$ cat src/rtl/cgia_line_shifter.sv
// cgia_line_shifter
//   Read side of the CGIA line-buffer path. Two ping-pong line buffers:
//   the fetcher writes the next scanline into the back buffer while the
//   front buffer is serialised MSB-first, one 1bpp pixel per clock.
//   Front/back roles swap on every HSYNC rising edge.
//
// Ports
//   clk_i     system clock, rising edge
//   reset_i   asynchronous active-high reset
//   hsync_i   CRTC HSYNC; rising edge swaps buffers and aborts the line
//   den_i     display enable; low aborts an active line
//   dstart_i  start-of-active-line pulse
//   we_i      fetcher write strobe (back buffer only)
//   wadr_i    fetcher word address within the line
//   wdat_i    fetcher word data
//   pix_o     current pixel
//   pvalid_o  pix_o carries an active pixel
//   bank_o    index of the current front (read) buffer
module cgia_line_shifter #(
  parameter int WORDS = 40,
  parameter int AW    = 6
) (
  input  logic          clk_i,
  input  logic          reset_i,
  input  logic          hsync_i,
  input  logic          den_i,
  input  logic          dstart_i,
  input  logic          we_i,
  input  logic [AW-1:0] wadr_i,
  input  logic [15:0]   wdat_i,
  output logic          pix_o,
  output logic          pvalid_o,
  output logic          bank_o
);

  localparam logic [1:0]    ST_IDLE  = 2'd0;
  localparam logic [1:0]    ST_PRIME = 2'd1;
  localparam logic [1:0]    ST_SHIFT = 2'd2;
  localparam logic [AW:0]   WORDS_W   = (AW+1)'(WORDS);
  localparam logic [AW-1:0] LAST_WORD = AW'(WORDS - 1);
  localparam logic [AW-1:0] ONE_A     = AW'(1);

  // Both banks are sized to the full address space; out-of-range writes
  // are filtered explicitly so unused rows are never written.
  logic [15:0]   line_mem [0:1][0:(1<<AW)-1];
  logic [15:0]   rdat_q;

  logic [1:0]    state_q,  state_d;
  logic          hs_q;
  logic          bank_q,   bank_d;
  logic          pix_q,    pix_d;
  logic          pvalid_q, pvalid_d;
  logic [AW-1:0] radr_q,   radr_d;
  logic [AW-1:0] wcnt_q,   wcnt_d;
  logic [3:0]    bcnt_q,   bcnt_d;
  logic [15:0]   shreg_q,  shreg_d;
  logic          prime_q,  prime_d;
  logic          hs_rise_s;
  logic          wr_ok_s;

  assign hs_rise_s = hsync_i & ~hs_q;
  assign wr_ok_s   = we_i & ({1'b0, wadr_i} < WORDS_W);

  // Line RAM: back-buffer write port and 1-cycle front-buffer read port.
  // Using the pre-swap bank on a swap edge lands the write in the new front.
  always_ff @(posedge clk_i) begin
    if (wr_ok_s) begin
      line_mem[~bank_q][wadr_i] <= wdat_i;
    end
    rdat_q <= line_mem[bank_q][radr_q];
  end

  // Next-state logic: HSYNC swap beats display-enable abort beats the FSM.
  always_comb begin
    state_d  = state_q;
    bank_d   = bank_q;
    pix_d    = pix_q;
    pvalid_d = pvalid_q;
    radr_d   = radr_q;
    wcnt_d   = wcnt_q;
    bcnt_d   = bcnt_q;
    shreg_d  = shreg_q;
    prime_d  = prime_q;
    if (hs_rise_s) begin
      bank_d   = ~bank_q;
      state_d  = ST_IDLE;
      pix_d    = 1'b0;
      pvalid_d = 1'b0;
    end else if ((state_q != ST_IDLE) && !den_i) begin
      state_d  = ST_IDLE;
      pix_d    = 1'b0;
      pvalid_d = 1'b0;
    end else begin
      case (state_q)
        ST_IDLE: begin
          pix_d    = 1'b0;
          pvalid_d = 1'b0;
          if (dstart_i && den_i) begin
            radr_d  = '0;
            wcnt_d  = '0;
            prime_d = 1'b0;
            state_d = ST_PRIME;
          end else begin
            state_d = ST_IDLE;
          end
        end
        ST_PRIME: begin
          // First edge presents address 0 to the RAM; the second edge
          // finds word 0 in rdat_q and starts shifting.
          if (!prime_q) begin
            prime_d = 1'b1;
          end else begin
            state_d  = ST_SHIFT;
            shreg_d  = rdat_q;
            radr_d   = radr_q + ONE_A;
            bcnt_d   = 4'd15;
            pvalid_d = 1'b1;
            pix_d    = rdat_q[15];
          end
        end
        ST_SHIFT: begin
          if (bcnt_q != 4'd0) begin
            shreg_d = {shreg_q[14:0], 1'b0};
            pix_d   = shreg_q[14];
            bcnt_d  = bcnt_q - 4'd1;
          end else if (wcnt_q != LAST_WORD) begin
            // rdat_q already holds the next word: reload without a gap.
            shreg_d = rdat_q;
            pix_d   = rdat_q[15];
            radr_d  = radr_q + ONE_A;
            wcnt_d  = wcnt_q + ONE_A;
            bcnt_d  = 4'd15;
          end else begin
            state_d  = ST_IDLE;
            pix_d    = 1'b0;
            pvalid_d = 1'b0;
          end
        end
        default: begin
          state_d  = ST_IDLE;
          pix_d    = 1'b0;
          pvalid_d = 1'b0;
        end
      endcase
    end
  end

  // Control and output registers.
  always_ff @(posedge clk_i or posedge reset_i) begin
    if (reset_i) begin
      state_q  <= ST_IDLE;
      hs_q     <= 1'b0;
      bank_q   <= 1'b0;
      pix_q    <= 1'b0;
      pvalid_q <= 1'b0;
      radr_q   <= '0;
      wcnt_q   <= '0;
      bcnt_q   <= 4'd0;
      shreg_q  <= 16'h0000;
      prime_q  <= 1'b0;
    end else begin
      state_q  <= state_d;
      hs_q     <= hsync_i;
      bank_q   <= bank_d;
      pix_q    <= pix_d;
      pvalid_q <= pvalid_d;
      radr_q   <= radr_d;
      wcnt_q   <= wcnt_d;
      bcnt_q   <= bcnt_d;
      shreg_q  <= shreg_d;
      prime_q  <= prime_d;
    end
  end

  assign pix_o    = pix_q;
  assign pvalid_o = pvalid_q;
  assign bank_o   = bank_q;

endmodule

$ cat config.mk
export PLATFORM = sky130hd
export DESIGN_NAME = cgia_line_shifter
export DESIGN_NICKNAME = d
export VERILOG_FILES = /design/src/rtl/cgia_line_shifter.sv
export SDC_FILE = /design/constraint.sdc
export NUM_CORES = 2
export LEC_CHECK = 0
export ABC_AREA = 0
export BUFFER_PORTS_ARGS = -buffer_cell sky130_fd_sc_hd__buf_4
export CORE_MARGIN = 2
export CORE_UTILIZATION = 55
export DETAILED_ROUTE_END_ITERATION = 6
export PLACE_DENSITY = 0.73
export SLEW_MARGIN = 30
export SYNTH_ARGS = -nofsm -noshare
export SYNTH_HDL_FRONTEND = slang
export SYNTH_SLANG_ARGS = --single-unit
$ cat constraint.sdc
create_clock -name clk_i -period 3.6 [get_ports clk_i]
set_clock_uncertainty 0.1 [all_clocks]
set_input_delay 0.36 -clock clk_i [delete_from_list [all_inputs] [get_ports clk_i]]
set_output_delay 0.36 -clock clk_i [all_outputs]
set_load 0.03 [all_outputs]
After elaboration in Yosys (flattened, before gate mapping)
Memory sizes are Yosys's and may differ from the RTL's.
Cells that the tools add are included.
{ "word_totals": {"regBits": 54, "ramBits": 2048, "in_bits": 28, "out_inout_bits": 3, "wordCells": 98, "n_memories": 1} }
{ "memory_table": {"columns": ["memory", "words", "width", "rd", "rd_ports_with_merged_regs", "write_ports", "line", "rtl"], "rows": [
  ["line_mem", 2, 1024, 1, 0, 1, "45", "logic [15:0] line_mem [0:1][0:(1<<AW)-1];"]
]} }
{ "classes": {"add_sub_neg": 3, "order_cmp": 4, "eq_ne": 11, "muxes": 44, "n_bitwise": 8, "reduce_logical": 16} }
{ "op_table": {"columns": ["cell", "count"], "rows": [
  ["$mux W1024", 1],
  ["$bmux W16 S6", 1],
  ["$demux W16 S6", 1],
  ["$mux W16", 3],
  ["$mux W15", 3],
  ["$mux W6", 6],
  ["$pmux W15 S2", 1],
  ["$pmux W6 S3", 1],
  ["$ge A7 B7 Y1 const B", 2],
  ["$not A6 Y7", 2],
  ["$mux W1", 13],
  ["$add A6 B1 Y6 const B", 2],
  ["$mux W4", 3],
  ["$ne A4 B4 Y1 const B", 3],
  ["$pmux W6 S2", 1],
  ["$mux W2", 5],
  ["$ne A2 B2 Y1 const B", 4],
  ["$pmux W4 S2", 1],
  ["$reduce_bool A2 Y1", 4],
  ["$lt A7 B1 Y1 const B", 1],
  ["$reduce_and A7 Y1", 1],
  ["$lt A6 B6 Y1 const B", 1],
  ["$ne A6 B6 Y1 const B", 1],
  ["$pmux W1 S2", 3],
  ["other kinds (16)", 22]
]} }

Longest topological paths before layout
{ "depth": {"ltp_word": 6, "ltp_mapped": 12, "ltp_nobuf": 8} }

Least setup slack after synthesis
No wires, ideal clock.
{ "synth_path": {"path_kind": "register to register", "from": "register bank_q, in the netlist bank_o", "to": "memory line_mem[1][544] (netlist bit), enable pin", "setup_time_ps": 389, "arrival_time_ps": 2743, "slack_ps": 369, "path_stages_with_launch": 11, "period_less_slack_ps": 3231, "cell_sequence": "dfrtp_1 -> buf_6 -> buf_12 -> buf_6 -> buf_6 -> buf_6 -> buf_6 -> buf_4 -> nor2_1 -> nand3_1 -> nor2_1"} }
{ "synth_via": {"elab_chain_cells": 1} }
{ "synth_rtl": {"columns": ["element", "line", "rtl"], "rows": [
  ["start, declared", "50", "logic bank_q, bank_d;"],
  ["start signal, assigned", "164", "bank_q <= bank_d;"],
  ["$not A1 Y1", "68", "line_mem[~bank_q][wadr_i] <= wdat_i;"],
  ["end, declared", "45", null]
]} }
No other way between the ends.

Worst setup path after layout
{ "layout_path": {"from": "register bank_q, in the netlist bank_o", "to": "register rdat_q[15]"} }
{ "layout_via": {"elab_chain_cells": 4} }
{ "layout_rtl": {"columns": ["element", "line", "rtl"], "rows": [
  ["$mem_v2 Z2 W1024", null, null],
  ["$bmux W16 S6", "70", "rdat_q <= line_mem[bank_q][radr_q];"],
  ["$mux W16 (implied by the code) (2 in a row)", "70", null],
  ["end signal, assigned", "70", null],
  ["end, declared", "46", "logic [15:0] rdat_q;"]
]} }
No other way between the ends. The select of a mux whose other input is x is not followed.
A chain may end at the register's enable or synchronous reset.

==> metrics.md <==
| Metric | Value |
|---|---|
| Status | finished, final reports clean |
| Reg-to-Reg Start | bank_o |
| Layout cells sized above 1 | 0.205 |
| Post-CTS setup buffers | 0 |
| Vias per Instance | 5.86 |
| Initial antenna violation count | 7 |
| Buffers on Ports | 30 |
| Top cell type's share of synthesized area | 0.756 |
| Min Tclk post-route | 3.50 ns |
| Crit path max fanout | 23 |
| Core Rows | 141 |
| Largest net degree at the start of global routing | 129 |
| Fmax | 0.286 GHz |
| Worst-path clk slew | 0.06 ns |
| Worst slew pin tran | 1.00 ns |
| Worst setup SP type | register |
| P per Cell Area | 672 nW/um^2 |
| Endpoints failing setup | 0 |
| CTS tree | built |
| Critical path capture point type | register |
| Worst EP arrival | 4.08 ns |
| Delay-heaviest family, CP | buffers and inverters |
| Most frequent CP cell | buf_12 |
| First DRT Iteration DRCs | 4568 |
| R2r endpoint | rdat_q[15] |
| CP bufs+invs | 3 |
| Die Wd | 389 um |
| Reg2Reg Depth | 8 |
| Relative slew margins | 0.333 |
| Slew Viols, Final | 0 |
| Reg2Reg Setup Slack | 0.1 ns |
| Clk root buf | clkbuf_16 |
| Top FF cell, synth | edfxtp_1 |
| Setup crit end | rdat_q[15] |
| P_leak | 33.1 nW |
| Metal2 WL | 92500 um |
| Placed insts | 6762 |
| Largest cells by area after synthesis | edfxtp_1 76%, mux4_2 9.1%, mux2i_1 4.3% |
| Pre-antenna DRT Iters | 6 |
| Final RePlAce weighted congestion | 0.814 |
| Post-synthesis instance total | 3961 |
| Hold_ws | 0.0166 ns |
| CP cell instances | buf_12, buf_12, buf_12, mux4_2, mux2i_1, nor2_1, a211oi_1, a32oi_1 |
| GR Util All Layers | 0.254 |
| Sink Count | 2101 |
| Unrepaired setup endpoints after global routing | false |
| Sequential element share of the synthesized area | 0.772 |
| Die Y | 389 um |
| Mapped Area | 81300 um^2 |
| FFs w/ async S/R, synth | 0.0176 |
| DRT Wirelength | 190000 um |
| Setup crit start | bank_o |
| Initial Util | 0.552 |
| Remaining DRCs | 0 |
| Met1 Wirelength | 72800 um |
| Post-detail-place hpwl | 113000 um |
| First-pass GRT wire length | 277000 um |
| Setup Crit Path Kind | reg -> reg |
| Period Utilization, post-route | 0.972 |
| Final hold vios | 0 |
| IO Pins | 31 |
| Critical-path top delay cell | dfrtp_4 |
| Worst VDD drop | 0.645 mV |
| Synth Area per Inst | 20.5 um^2 |
| Seq cells post-synth | 2101 |
| Vias | 42.0k |
| Yosys cell types | 63 |
| Met3 WL | 18100 um |
| Post-route setup TNS | 0 ns |
| Die Area | 151000 um^2 |
| Final nets | 5090 |
| Core Region | 147000 um^2 |
| Longest Clk Path Bufs | 3 |
| Max-cap viol count | 0 |
| Area grow syn2layout | 17.3% |
| Worst EP required | 4.18 ns |
| Global route overflow | 0 |
| Antenna-violating nets left | 0 |
| Crit path largest cell delay | 0.81 ns |
| Highest routed layer | met5 |
| TritonCTS Buffers | 204 |
| Final non-filler cell total | 7161 |
| Stages on worst setup path | 8 |
| Synth Warn # | 0 |
| Hold Crit Class | in -> reg |
| Final core area utilization | 0.648 |
| H-tree depth | 4 |
| Number of enable flip-flop cells after synthesis | 2048 |
| Wirelength per Cell | 26.5 um |
| Dominant cell type by area after synthesis | edfxtp_1 |
| Worst-Skew Late Latency | 0.85 ns |
| Vias in the first global route | 42.3k |
cell type report:
class                           count  area, um^2
Sequential cell                  2101       62800
Fill cell                        9664       51900
Multi-Input combinational cell   2394       20100
Clock buffer                      256        5400
Timing Repair Buffer              343        3200
Tap cell                         1930        2410
Clock inverter                    124        1470
Inverter                           11        41.3
Antenna cell                        2        5.00
per-layer routing:
| layer | global-route usage | vias up |
|---|---|---|
| met4 | 0.0899 | 2 |
| met2 | 0.411 | 2020 |
| li1 | - | 17900 |
| met1 | 0.346 | 21700 |
| met5 | 0 | - |
| met3 | 0.0531 | 362 |
registers in the layout, indices dropped and copies added, names as in the netlist, 4 cells and up:
| register | flops |
|---|---|
| radr_q | 6 |
| rdat_q | 16 |
| wcnt_q | 6 |
| bcnt_q | 4 |
| line_mem | 2048 |
| shreg_q | 15 |
power by group:
part	switching, mW	total (mW)	internal [mW]
registers	0.583	28.5	27.9
logic	7.48	14.0	6.51
clock network	9.19	21.6	12.4
layout by cell type, fill, tap and decap left out, drive strengths merged, types with 24 or more instances in the layout:
cell	Yosys	layout
o22ai	38	38
bufinv	0	24
a22o	35	35
clkinv	0	90
o21ai	67	67
nand3	25	25
nor2	114	114
edfxtp	2048	2048
a21boi	25	25
mux2	86	86
mux2i	353	353
a21oi	76	76
dfrtp	37	37
a211oi	43	43
nand2	120	120
a22oi	90	90
o221ai	30	30
conb	1	768
buf	137	326
mux4	329	329
clkbuf	85	256
per-stage QoR:
step           cell area [um^2]  setup slack [ns]  total power, mW
3_3_place_gp              88300             0.100             42.7
3_5_place_dp              88400            0.0820             42.9
2_1_floorplan             84200             0.369             38.4
6_report                  95400            0.0996             64.1
5_1_grt                   95400           0.00417             66.2
4_1_cts                   95400            0.0535             64.4
cell families (layout without fill, tap and decap cells):
| group | Yosys count | in the layout | synth area share |
|---|---|---|---|
| adder cells (fa/ha/maj) | 7 | 7 | 0.00108 |
| AO/OA/AOI/OAI | 520 | 520 | 0.0452 |
| AND/OR/NAND/NOR | 330 | 330 | 0.0182 |
| buffers and inverters | 233 | 734 | 0.0174 |
| multiplexers | 768 | 768 | 0.146 |
| flip-flops | 2101 | 2101 | 0.772 |
| XOR/XNOR | 1 | 1 | 0.000108 |
| other | 1 | 770 | 0.0000461 |
how the worst min path moves through the flow:
stage,from,to,slack [ns],cells past startpoint
floorplan,hsync_i,hs_q,0.29,0
global placement,shreg_q[8],shreg_q[8],0.36,2
detailed placement,shreg_q[9],shreg_q[9],0.37,2
CTS,wdat_i[14],line_mem[1][1006],0.01,2
global route,wdat_i[14],line_mem[1][1006],0.02,2
finish,wdat_i[14],line_mem[1][974],0.02,2
synth_stat cells, drive strengths merged (3+ instances only):
cell type / instances
nand2: 120
a21boi: 25
a221oi: 9
mux2i: 353
o32a: 7
nor2: 114
a2bb2oi: 5
a2111oi: 15
mux2: 86
nand4: 22
a22o: 35
edfxtp: 2048
a22oi: 90
a32oi: 8
and2: 5
a21oi: 76
a211o: 12
dfxtp: 16
buf: 137
clkbuf: 85
a41oi: 6
or2: 3
nand3: 25
inv: 11
o31ai: 3
nand2b: 8
ha: 7
o22ai: 38
dfrtp: 37
nand3b: 6
a31oi: 16
o211ai: 22
nor3: 5
and3: 4
o21ai: 67
nor2b: 12
mux4: 329
o221ai: 30
a211oi: 43
what timing repair did:
action                     CTS  global route
setup endpoints to repair    0             1
hold buffers                15             2
hold endpoints to repair   425            28
resized for setup            0             1
(Power assumes the default switching activity.)
